`config.mk`:
```
export PLATFORM = sky130hd
export DESIGN_NAME = pipelined_braun_multiplier
export DESIGN_NICKNAME = d
export VERILOG_FILES = /design/src/rtl/mult_pkg.sv /design/src/rtl/braun_row.sv /design/src/rtl/pipelined_braun_multiplier.sv
export SDC_FILE = /design/constraint.sdc
export NUM_CORES = 1
export LEC_CHECK = 0
export CAP_MARGIN = 20
export CORE_UTILIZATION = 51
export CTS_CLUSTER_DIAMETER = 200
export DETAILED_ROUTE_END_ITERATION = 16
export PLACE_DENSITY_LB_ADDON = 0.25
export SLEW_MARGIN = 20
export SYNTH_ARGS = -nofsm -noshare
export SYNTH_HDL_FRONTEND = slang
export SYNTH_HIERARCHICAL = 1
export SYNTH_SLANG_ARGS = --single-unit
```
`constraint.sdc`:
```
create_clock -name clk -period 6.03 [get_ports clk]
set_input_delay 1.206 -clock clk [delete_from_list [all_inputs] [get_ports clk]]
set_output_delay 1.206 -clock clk [all_outputs]
set_load 0.03 [all_outputs]
```
`src/rtl/mult_pkg.sv`:
```
// mult_pkg -- shared constants and helpers for the pipelined Braun multiplier.
//   Operand width limits, partial-product row partitioning across pipeline
//   stages, and the Baugh-Wooley correction constant.
package mult_pkg;

  localparam int MULT_MIN_WIDTH  = 2;
  localparam int MULT_MAX_WIDTH  = 32;
  localparam int MULT_MIN_STAGES = 1;

  // Rows handled by every stage except possibly the last, which takes the remainder.
  function automatic int rows_per_stage(input int width, input int stages);
    return (width + stages - 1) / stages;
  endfunction

  // Index of the first partial-product row handled by a stage.
  function automatic int stage_row_start(input int stage, input int width, input int stages);
    return stage * rows_per_stage(width, stages);
  endfunction

  // Number of rows actually present in a stage (may be zero for trailing stages).
  function automatic int stage_row_count(input int stage, input int width, input int stages);
    int first;
    int per;
    first = stage_row_start(stage, width, stages);
    per   = rows_per_stage(width, stages);
    if (first >= width) return 0;
    if (first + per > width) return width - first;
    return per;
  endfunction

  // Stage that owns a given partial-product row.
  function automatic int row_stage(input int row, input int width, input int stages);
    return row / rows_per_stage(width, stages);
  endfunction

  // Modified Baugh-Wooley correction: +2^W + 2^(2W-1), taken modulo 2^(2W).
  function automatic logic [63:0] bw_correction(input int width);
    logic [63:0] c;
    c = '0;
    c[width]         = 1'b1;
    c[2 * width - 1] = 1'b1;
    return c;
  endfunction

endpackage

```
`src/rtl/braun_row.sv`:
```
// braun_row -- one carry-save adder row of the Braun array.
//   Forms partial-product row ROW (a & b_bit, shifted by ROW) and compresses
//   it into the incoming sum/carry pair. In signed mode the cross terms that
//   involve exactly one operand sign bit are inverted (Baugh-Wooley).
// Ports:
//   a           multiplicand
//   b_bit       multiplier bit ROW
//   signed_mode 1 = two's complement operands
//   sum_in/carry_in    redundant partial sum entering the row
//   sum_out/carry_out  redundant partial sum leaving the row
module braun_row
  import mult_pkg::*;
#(
  parameter int WIDTH = 8,
  parameter int ROW   = 0
) (
  input  logic [WIDTH-1:0]   a,
  input  logic               b_bit,
  input  logic               signed_mode,
  input  logic [2*WIDTH-1:0] sum_in,
  input  logic [2*WIDTH-1:0] carry_in,
  output logic [2*WIDTH-1:0] sum_out,
  output logic [2*WIDTH-1:0] carry_out
);

  localparam int PW = 2 * WIDTH;

  logic [PW-1:0] pp_row;
  logic [PW-1:0] maj;

  always_comb begin
    pp_row = '0;
    for (int j = 0; j < WIDTH; j++) begin
      // Invert only where exactly one of the two bits is a sign bit.
      pp_row[ROW + j] = (a[j] & b_bit) ^
                        (signed_mode & ((ROW == WIDTH - 1) != (j == WIDTH - 1)));
    end
  end

  assign sum_out = sum_in ^ carry_in ^ pp_row;
  assign maj     = (sum_in & carry_in) | (sum_in & pp_row) | (carry_in & pp_row);
  // Carry out of the top bit falls outside the 2*WIDTH product and is dropped.
  assign carry_out = maj << 1;

endmodule

```
`src/rtl/pipelined_braun_multiplier.sv`:
```
// pipelined_braun_multiplier -- STAGES-deep pipelined Braun array multiplier
//   with per-operand unsigned / Baugh-Wooley signed selection and a
//   valid/ready handshake on both sides.
// Ports:
//   clk, rst           clock, synchronous active-high reset
//   in_valid/in_ready  operand handshake (a, b, signed_mode)
//   out_valid/out_ready product handshake (p, 2*WIDTH bits)
// Partial-product rows are spread over the stages, ceil(WIDTH/STAGES) per
// stage; the final carry-propagate add happens in the last stage, whose
// register is the output p. A stalled output freezes the whole pipe.
module pipelined_braun_multiplier
  import mult_pkg::*;
#(
  parameter int WIDTH  = 8,
  parameter int STAGES = 4
) (
  input  logic               clk,
  input  logic               rst,
  input  logic               in_valid,
  output logic               in_ready,
  input  logic [WIDTH-1:0]   a,
  input  logic [WIDTH-1:0]   b,
  input  logic               signed_mode,
  output logic               out_valid,
  input  logic               out_ready,
  output logic [2*WIDTH-1:0] p
);

  localparam int PW  = 2 * WIDTH;
  localparam int RPS = rows_per_stage(WIDTH, STAGES);

  logic adv;

  // Values entering each stage: index 0 comes from the ports, index s>0
  // from the register of stage s-1.
  logic [STAGES-1:0] vld_in;
  logic [PW-1:0]     sum_in   [STAGES];
  logic [PW-1:0]     carry_in [STAGES];
  logic [WIDTH-1:0]  a_in     [STAGES];
  logic [WIDTH-1:0]  b_in     [STAGES];
  logic              mode_in  [STAGES];

  // Global stall: every stage, bubbles included, holds while p is blocked.
  assign adv      = !(out_valid && !out_ready);
  assign in_ready = adv && !rst;

  assign vld_in[0]   = in_valid && in_ready;
  assign sum_in[0]   = signed_mode ? PW'(bw_correction(WIDTH)) : '0;
  assign carry_in[0] = '0;
  assign a_in[0]     = a;
  assign b_in[0]     = b;
  assign mode_in[0]  = signed_mode;

  for (genvar s = 0; s < STAGES; s++) begin : g_stage
    localparam int ROW0 = stage_row_start(s, WIDTH, STAGES);
    localparam int NROW = stage_row_count(s, WIDTH, STAGES);

    logic [PW-1:0] sum_c   [RPS+1];
    logic [PW-1:0] carry_c [RPS+1];

    assign sum_c[0]   = sum_in[s];
    assign carry_c[0] = carry_in[s];

    for (genvar r = 0; r < RPS; r++) begin : g_row
      if (r < NROW) begin : g_add
        braun_row #(
          .WIDTH (WIDTH),
          .ROW   (ROW0 + r)
        ) u_row (
          .a           (a_in[s]),
          .b_bit       (b_in[s][ROW0 + r]),
          .signed_mode (mode_in[s]),
          .sum_in      (sum_c[r]),
          .carry_in    (carry_c[r]),
          .sum_out     (sum_c[r+1]),
          .carry_out   (carry_c[r+1])
        );
      end else begin : g_pass
        assign sum_c[r+1]   = sum_c[r];
        assign carry_c[r+1] = carry_c[r];
      end
    end

    if (s < STAGES - 1) begin : g_reg
      // ---- stage s register boundary (redundant partial sum) ----
      logic             vld_q;
      logic [PW-1:0]    sum_q;
      logic [PW-1:0]    carry_q;
      logic [WIDTH-1:0] a_q;
      logic [WIDTH-1:0] b_q;
      logic             mode_q;

      always_ff @(posedge clk) begin
        if (rst) begin
          vld_q <= 1'b0;
        end else if (adv) begin
          vld_q <= vld_in[s];
        end
      end

      always_ff @(posedge clk) begin
        if (adv) begin
          sum_q   <= sum_c[RPS];
          carry_q <= carry_c[RPS];
          a_q     <= a_in[s];
          b_q     <= b_in[s];
          mode_q  <= mode_in[s];
        end
      end

      assign vld_in[s+1]   = vld_q;
      assign sum_in[s+1]   = sum_q;
      assign carry_in[s+1] = carry_q;
      assign a_in[s+1]     = a_q;
      assign b_in[s+1]     = b_q;
      assign mode_in[s+1]  = mode_q;
    end else begin : g_out
      // ---- final stage boundary: carry-propagate add into p ----
      always_ff @(posedge clk) begin
        if (rst) begin
          out_valid <= 1'b0;
          p         <= '0;
        end else if (adv) begin
          out_valid <= vld_in[s];
          p         <= sum_c[RPS] + carry_c[RPS];
        end
      end
    end
  end

endmodule

```
* Word level (Yosys, flattened, before mapping)
Cells that the tools add are included.
Operators by class: $add $sub $neg 1, muxes and demuxes 1, bitwise operators 129, reductions and logical operators 6
Operator list (number):
- bitwise OR 15 bit | 14
- bitwise AND 15 bit | 9
- XOR 16 bit | 7
- bitwise AND 1 bit | 64
- bitwise AND 15 x 10 -> 15 bit | 2
- bitwise AND 15 x 11 -> 15 bit | 2
- bitwise AND 15 x 12 -> 15 bit | 2
- bitwise AND 15 x 13 -> 15 bit | 2
- bitwise AND 15 x 14 -> 15 bit | 2
- bitwise AND 15 x 9 -> 15 bit | 2
- adder 16 bit | 1
- two-way mux 16 bit | 1
- XOR 16 x 10 -> 16 bit | 1
- XOR 16 x 11 -> 16 bit | 1
- XOR 16 x 12 -> 16 bit | 1
- XOR 16 x 13 -> 16 bit | 1
- XOR 16 x 14 -> 16 bit | 1
- XOR 16 x 15 -> 16 bit | 1
- XOR 16 x 8 -> 16 bit | 1
- XOR 16 x 9 -> 16 bit | 1
- bitwise AND 15 x 8 -> 15 bit | 1
- XOR 1 bit | 14
- logical AND 1 bit | 3
- logical NOT 1 bit | 3
Storage, ports and cells: register bits after elaboration 164, input bits 21, output and inout bits 18, word-level logic and storage cells 157

* Logic depth before layout (Yosys ltp)
Gate-level depths: netlist of run 1.
depth after elaboration 9, depth in mapped cells 15, mapped depth without buffers 14

* Hierarchy
Netlist of run 1, hierarchy kept.
By module, submodules not included:
- pipelined_braun_multiplier | times used 1, cells an instance 295, area an instance 5396.4 um^2, sequential area each 4454.3 um^2
- braun_row (g_stage[0].g_row[0].g_add.u_row ...) | times used 7, cells an instance 60, area an instance 431.7 um^2, sequential area each 0.0 um^2
- braun_row (g_stage[3].g_row[1].g_add.u_row) | times used 1, cells an instance 67, area an instance 489.2 um^2, sequential area each 0.0 um^2

* Worst setup path after synthesis of run 1
No wires, ideal clock.
path kind input to register, start input port out_ready, end register g_stage[0].g_reg.a_q[0], enable pin, setup time 0.552 ns, arrival time 5.386 ns, data required time 5.478 ns, slack 0.091 ns, cell stages on the path 4, buffers on the path 2, cells stage by stage nor2b_1 > clkbuf_1 > clkinv_1 > buf_1
On the way: cells in the longest elaborated chain, start to end 2
Ends and longest elaborated chain:
- start, declared | line pipelined_braun_multiplier.sv:25 | input logic out_ready,
- logical NOT 1 bit | line pipelined_braun_multiplier.sv:44 | assign adv = !(out_valid && !out_ready);
- logical AND 1 bit | line pipelined_braun_multiplier.sv:44
- end signal, assigned | line pipelined_braun_multiplier.sv:105 | a_q <= a_in[s];
- end, declared | line pipelined_braun_multiplier.sv:89 | logic [WIDTH-1:0] a_q;
No other way between the ends. A chain may end at the register's enable or synchronous reset.

* Worst setup path after layout of run 1
start input port rst, end output port in_ready
On the way: cells in the longest elaborated chain, start to end 2
Ends and longest elaborated chain:
- start, declared | line pipelined_braun_multiplier.sv:18 | input logic rst,
- logical NOT 1 bit | line pipelined_braun_multiplier.sv:45 | assign in_ready = adv && !rst;
- logical AND 1 bit | line pipelined_braun_multiplier.sv:45
- end, declared | line pipelined_braun_multiplier.sv:20 | output logic in_ready,
No other way between the ends.

==> results of run 1 <==
-- path summary, 6_finish.rpt --
kind,to,startpoint,cells past startpoint
max,in_ready,rst,3
min,g_stage[1].g_reg.b_q[6],g_stage[0].g_reg.b_q[6],0
max reg2reg,p[11],g_stage[2].g_reg.b_q[6],13
min reg2reg,g_stage[1].g_reg.b_q[6],g_stage[0].g_reg.b_q[6],0
-- layer usage --
metal  track usage  wire [µm]  vias up
li1              -          -     2479
met1         0.172       5280     2125
met2         0.234       5080       57
met3        0.0385        351       14
met4        0.0562        179        0
met5             0          0        -
-- power groups by stage --
stage / Combinational, W / Clock (W) / Sequential, W
2_1_floorplan: 0.00165 / 0 / 0.00167
3_3_place_gp: 0.00211 / 0 / 0.00161
3_5_place_dp: 0.00215 / 0 / 0.00162
4_1_cts: 0.00217 / 0.000969 / 0.00160
5_1_grt: 0.00251 / 0.00101 / 0.00162
6_report: 0.00214 / 0.000941 / 0.00159
-- worst reg2reg max path: stages, from the launching register on --
cell and delay (ns):
edfxtp_1 0.50, nand2_1 0.12, fa_1 0.41, inv_1 0.07, inv_1 0.05, fa_1 0.52
inv_1 0.04, ha_1 0.36, and4_4 0.22, and2_1 0.16, a221oi_2 0.43, o21ai_1 0.15
xor2_1 0.16, a22o_1 0.18
-- metrics by stage --
stage,util,hold WS (ns),instances
5_1_grt,0.600,0.433,1081
3_3_place_gp,0.569,0.401,1049
4_1_cts,0.600,0.418,1081
2_1_floorplan,-,0.400,811
6_report,0.600,0.417,1081
3_5_place_dp,0.569,0.405,1049
-- final cells by class --
class | instances | area share
clock inverters | 10 | 0.00757
repair buffers | 40 | 0.0392
flip-flops and latches | 155 | 0.442
multi-input cells | 376 | 0.344
clock buffers | 22 | 0.0440
well taps | 220 | 0.0273
inverters | 258 | 0.0965
-- cells in the final DEF (no fill, tap or decap), types with 4 or more instances in the layout --
| cell type | netlist | routed |
|---|---|---|
| nand2_1 | 89 | 89 |
| ha_1 | 71 | 71 |
| clkinv_2 | 0 | 4 |
| inv_1 | 257 | 257 |
| edfxtp_1 | 135 | 135 |
| clkdlybuf4s50_1 | 0 | 38 |
| clkbuf_16 | 0 | 17 |
| fa_1 | 65 | 65 |
| dfxtp_1 | 20 | 20 |
| xor2_1 | 29 | 29 |
| a211oi_1 | 4 | 4 |
| clkbuf_1 | 4 | 5 |
| xnor2_1 | 5 | 5 |
| conb_1 | 9 | 38 |
| o21ai_0 | 7 | 7 |
| a22o_1 | 5 | 5 |
| nor2_1 | 13 | 13 |
| a21oi_1 | 18 | 18 |
-- flip-flops by register name, summed over array words and instances, names as in the netlist --
name                   count
g_stage.g_reg.vld_q        3
g_stage.g_reg.mode_q       3
p                         16
g_stage.g_reg.carry_q     48
g_stage.g_reg.a_q         24
g_stage.g_reg.sum_q       48
out_valid                  1
g_stage.g_reg.b_q         12
-- cells in the mapped netlist (2+ instances only) --
master,number
buf_4,8
fa_1,65
ha_1,71
dfxtp_1,20
nor3_1,3
a211oi_2,2
nor2_1,13
a21boi_0,2
xor2_1,29
nand4_1,2
nand2_1,89
a22o_1,5
o21ai_0,7
clkbuf_1,4
o21bai_1,2
a211oi_1,4
edfxtp_1,135
a211o_1,3
o21ai_1,3
buf_2,9
inv_1,257
a21oi_1,18
conb_1,9
a21o_1,2
xnor2_1,5
-- kinds of logic (layout without fill, tap and decap cells) --
family / Yosys count / count (layout)
AO/OA/AOI/OAI: 56 / 56
XOR/XNOR: 34 / 34
adder cells (fa/ha/maj): 136 / 136
buffers and inverters: 280 / 330
flip-flops: 155 / 155
other: 9 / 38
AND/OR/NAND/NOR: 112 / 112
==> results.ini, run 1 <==
[clock_network]
cts_tree=done
cts_made_buffers=17
cts_resized=0
ctsHoldBuffers=0
clock_path_buffers=2
cts_sinks=155
clk_latency_ns=0.42
cts_setup_buffers=0
path_clk_slew_ns=0.05
htreeDepth=4
cts_root_buf=clkbuf_16

[power_and_ir_drop]
power_density_nw_per_um2=464
p_clk_frac=0.201
pwr-share-comb=0.458
p_leak_nw=5.04
finalPower_w=0.00468
peakVddDrop_uv=317
p_int_w=0.00299
p_seq_frac=0.341
switching_share=0.361
p_sw_w=0.00169

[synth]
syn_inst=782
synth-xor-area-share=0.0334
synthTopCellsByArea=edfxtp_1, fa_1, inv_1
yosys_warnings=6
synthSimpleGateAreaFrac=0.0506
synth.top_cell.area_share=0.455
synth_compound_area_frac=0.0437
synthArstFlopShare=0
ys.flop_type=edfxtp_1
synth_edf_count=135
synth-adder-area-share=0.246
yosys_register_bits=155
synth_top_family_by_area=adder cells
syn_area_um2=8910
avgSynthCellArea_um2=11.4
ys_seq_area_frac=0.500
yosysUniqueCellTypes=40
synth_mux_area_frac=0
yosysTopAreaCell=edfxtp_1

[global_route]
grt_overflow=0
grt_pass1_wl_mm=19.9
grt_pass1_vias=4721
grt_max_degree=128
grt_usage=0.140
antenna_found_initial=0

[die]
start_util=0.530
fp-row-count=47
die_w_um=134
coreArea_um2=16800
die_h_um=134
boundaryPins=39
die_area_um2=18000

[critical_path]
endpoint_kind=output pin
setup.worst_path.class=in2out
crit_path_top_delay_cell=clkdlybuf4s50_1
cpMostUsedCell=clkdlybuf4s50_1
crit_path_start_kind=input port
path_buf_inv=2
cp.required_ns=4.82
worstPathMaxFanout=19
critPathMaxStageDelay_ns=0.75
crit_family=buffers and inverters
critPathArrivalTime_ns=3.15
rrSetupSlack_ns=2.56
cp_cell_sequence=clkdlybuf4s50_1 -> nor2_1 -> clkdlybuf4s50_1

[cells_and_area]
layout-drive-gt1-share=0.0383
seq_area_um2=4450
multiInputGateArea_um2=3470
area_growth_pct=13.3
diodes=0
fillers=1397
stdcell_area_um2=10100
nNetsFinal=1005

[route]
wire_per_inst_um=10.1
via_count=4675
drc=0
viasPerCell=4.32
ant_nets=0
drtPass1Iterations=4
drtIter0Drc=206
drt-total-wl_mm=10.9

[place]
gp_routability_congestion=0.745
place_area_um2=9570
io_buffers=38
dp_hpwl_mm=8.00
place_ws_ns=1.65

[timing]
finalCriticalPeriod_ns=4.36
setup_ws_ns=1.67
final.setup.tns_ns=0
fin_crit_sh=0.722
skew_ns=0.00965
maxSlewViolCount=0
setup_viol=0
hold_viol=0
fmax_mhz=230
rsz0062_at_grt=false
tightestPinTransition_ns=1.05
slew_headroom=0.297

[status]
status=completed

[run]
maxCapViolations=0

[hold_path]
hp-class=reg2reg

(Power assumes the default switching activity.)
==> run 2, diff against run 1 <==
clock period = 4 ns   (was 6.03 ns; I/O delays follow)
==> results.ini, run 2 (synthesis results as in run 1) <==
[route]
drtIter0Drc=212  ; was 206
drc=0  ; unchanged
drt-total-wl_mm=11.3  ; was 10.9 mm
viasPerCell=4.37  ; was 4.32
wire_per_inst_um=10.4  ; was 10.1 µm
via_count=4742  ; was 4675
drtPass1Iterations=4  ; unchanged
ant_nets=0  ; unchanged

[critical_path]
critPathArrivalTime_ns=3.70  ; was 3.15 ns
worstPathMaxFanout=8  ; was 19
cp.required_ns=4.32  ; was 4.82 ns
endpoint_kind=flip-flop  ; was output pin
crit_path_start_kind=flip-flop  ; was input port
setup.worst_path.class=reg2reg  ; was in2out

[place]
gp_routability_congestion=0.781  ; was 0.745
io_buffers=38  ; unchanged
dp_hpwl_mm=8.47  ; was 8.00 mm
dp.cells=1053  ; was 1049

[clock_network]
cts_sinks=155  ; unchanged
ctsHoldBuffers=0  ; unchanged
cts_setup_buffers=0  ; unchanged
htreeDepth=4  ; unchanged
clk_latency_ns=0.42  ; about the same
cts_resized=0  ; unchanged
clock_path_buffers=2  ; unchanged
path_clk_slew_ns=0.06  ; was 0.05 ns
cts_root_buf=clkbuf_16  ; unchanged
cts_made_buffers=17  ; unchanged
cts_tree=done  ; unchanged

[timing]
maxSlewViolCount=0  ; unchanged
slew_headroom=0.571  ; was 0.297
rsz0062_at_grt=false  ; unchanged
final.setup.tns_ns=0  ; unchanged
setup_viol=0  ; unchanged
tightestPinTransition_ns=0.644  ; was 1.05 ns
finalCriticalPeriod_ns=3.38
fin_crit_sh=0.846
hold_viol=0  ; unchanged
fmax_mhz=296
skew_ns=0.0108  ; was 0.00965 ns

[power_and_ir_drop]
peakVddDrop_uv=462  ; was 317 µV
p_clk_frac=0.209  ; was 0.201
p_int_w=0.00452  ; was 0.00299 W
p_seq_frac=0.337  ; was 0.341
p_sw_w=0.00260  ; was 0.00169 W
power_density_nw_per_um2=700  ; was 464 nW/µm²
switching_share=0.365  ; was 0.361
pwr-share-comb=0.454  ; was 0.458
p_leak_nw=5.07  ; was 5.04 nW

[global_route]
grt_pass1_vias=4805  ; was 4721
grt_usage=0.147  ; was 0.140
antenna_found_initial=0  ; unchanged
grt_max_degree=70  ; was 128
grt_pass1_wl_mm=20.7  ; was 19.9 mm
grt_overflow=0  ; unchanged

[die]
start_util=0.530  ; unchanged
die_h_um=134  ; unchanged
boundaryPins=39  ; unchanged
coreArea_um2=16800  ; unchanged
die_area_um2=18000  ; unchanged
fp-row-count=47  ; unchanged
die_w_um=134  ; unchanged

[cells_and_area]
diodes=0  ; unchanged
final_cell_mix=inv_1, edfxtp_1, nand2_1, ha_1, fa_1  ; unchanged
layout-drive-gt1-share=0.0486  ; was 0.0383
nNetsFinal=1009  ; was 1005
biggestRegsByFlops=g_stage.g_reg.carry_q (48), g_stage.g_reg.sum_q (48), g_stage.g_reg.a_q (24)  ; unchanged
area_growth_pct=14.1  ; was 13.3%
fillers=1394  ; was 1397
layout.cells.non_filler=1085  ; was 1081
layout.cells.most_common=inv_1  ; unchanged

[status]
status=completed  ; unchanged

[hold_path]
hp-class=reg2reg  ; unchanged

[run]
maxCapViolations=0  ; unchanged

-- run 2: changes by cell type in the layout (fill, tap and decap cells not counted) --
cell / delta
clkbuf_1: -4
clkinvlp_4: +1
inv_6: +2
buf_12: +1
clkinv_2: -2
clkinv_4: +4
clkinv_1: -1
buf_4: +3
-- run 2: power groups by stage --
| stage | Combinational (W) | Clock [W] | Sequential, W |
|---|---|---|---|
| after floorplan | 0.00248 | 0 | 0.00252 |
| after global placement | 0.00316 | 0 | 0.00243 |
| after detailed placement | 0.00324 | 0 | 0.00244 |
| after CTS | 0.00328 | 0.00154 | 0.00241 |
| after global routing | 0.00378 | 0.00159 | 0.00244 |
| final | 0.00323 | 0.00149 | 0.00240 |
-- run 2: stage by stage --
step	setup WS (ns)	cell area (µm²)	hold slack [ns]	total power, W	util
final	0.616	10200	0.418	0.00712	0.604
after detailed placement	0.603	9610	0.405	0.00568	0.571
after floorplan	0.457	9020	0.400	0.00500	-
after global routing	0.384	10200	0.422	0.00782	0.604
after global placement	0.625	9610	0.402	0.00560	0.571
after CTS	0.587	10200	0.418	0.00722	0.604
-- run 2: cell type report --
cell class                      count  area [µm²]  share of cell area
Inverter                          258         973              0.0958
Sequential cell                   155        4450               0.438
Timing Repair Buffer               44         438              0.0431
Tap cell                          220         275              0.0271
Clock inverter                     14         123              0.0121
Clock buffer                       18         429              0.0422
Multi-Input combinational cell    376        3470               0.341
-- run 2: metal layers --
metal / share of wire / vias to the layer above / GRT usage
met5: 0 / - / 0
met4: 0.020 / 0 / 0.0699
met3: 0.025 / 15 / 0.0351
met2: 0.47 / 61 / 0.250
met1: 0.48 / 2179 / 0.177
li1: - / 2487 / -
-- run 2: final timing paths --
| check | cells after the start | end | startpoint | slack (ns) |
|---|---|---|---|---|
| hold / removal | 0 | g_stage[2].g_reg.b_q[7] | g_stage[1].g_reg.b_q[7] | 0.42 |
| setup reg to reg | 13 | p[11] | g_stage[2].g_reg.b_q[6] | 0.62 |
| setup / recovery | 13 | p[11] | g_stage[2].g_reg.b_q[6] | 0.62 |
| hold reg to reg | 0 | g_stage[2].g_reg.b_q[7] | g_stage[1].g_reg.b_q[7] | 0.42 |
-- run 2: worst max-delay path: stages (launching register included) --
cell and delay [ns]:
edfxtp_1 0.50, nand2_1 0.12, fa_1 0.41, inv_1 0.06, inv_1 0.05, fa_1 0.52
inv_1 0.04, ha_1 0.35, and4_4 0.21, and2_1 0.16, a221oi_2 0.40, o21ai_1 0.14
xor2_1 0.15, a22o_1 0.17
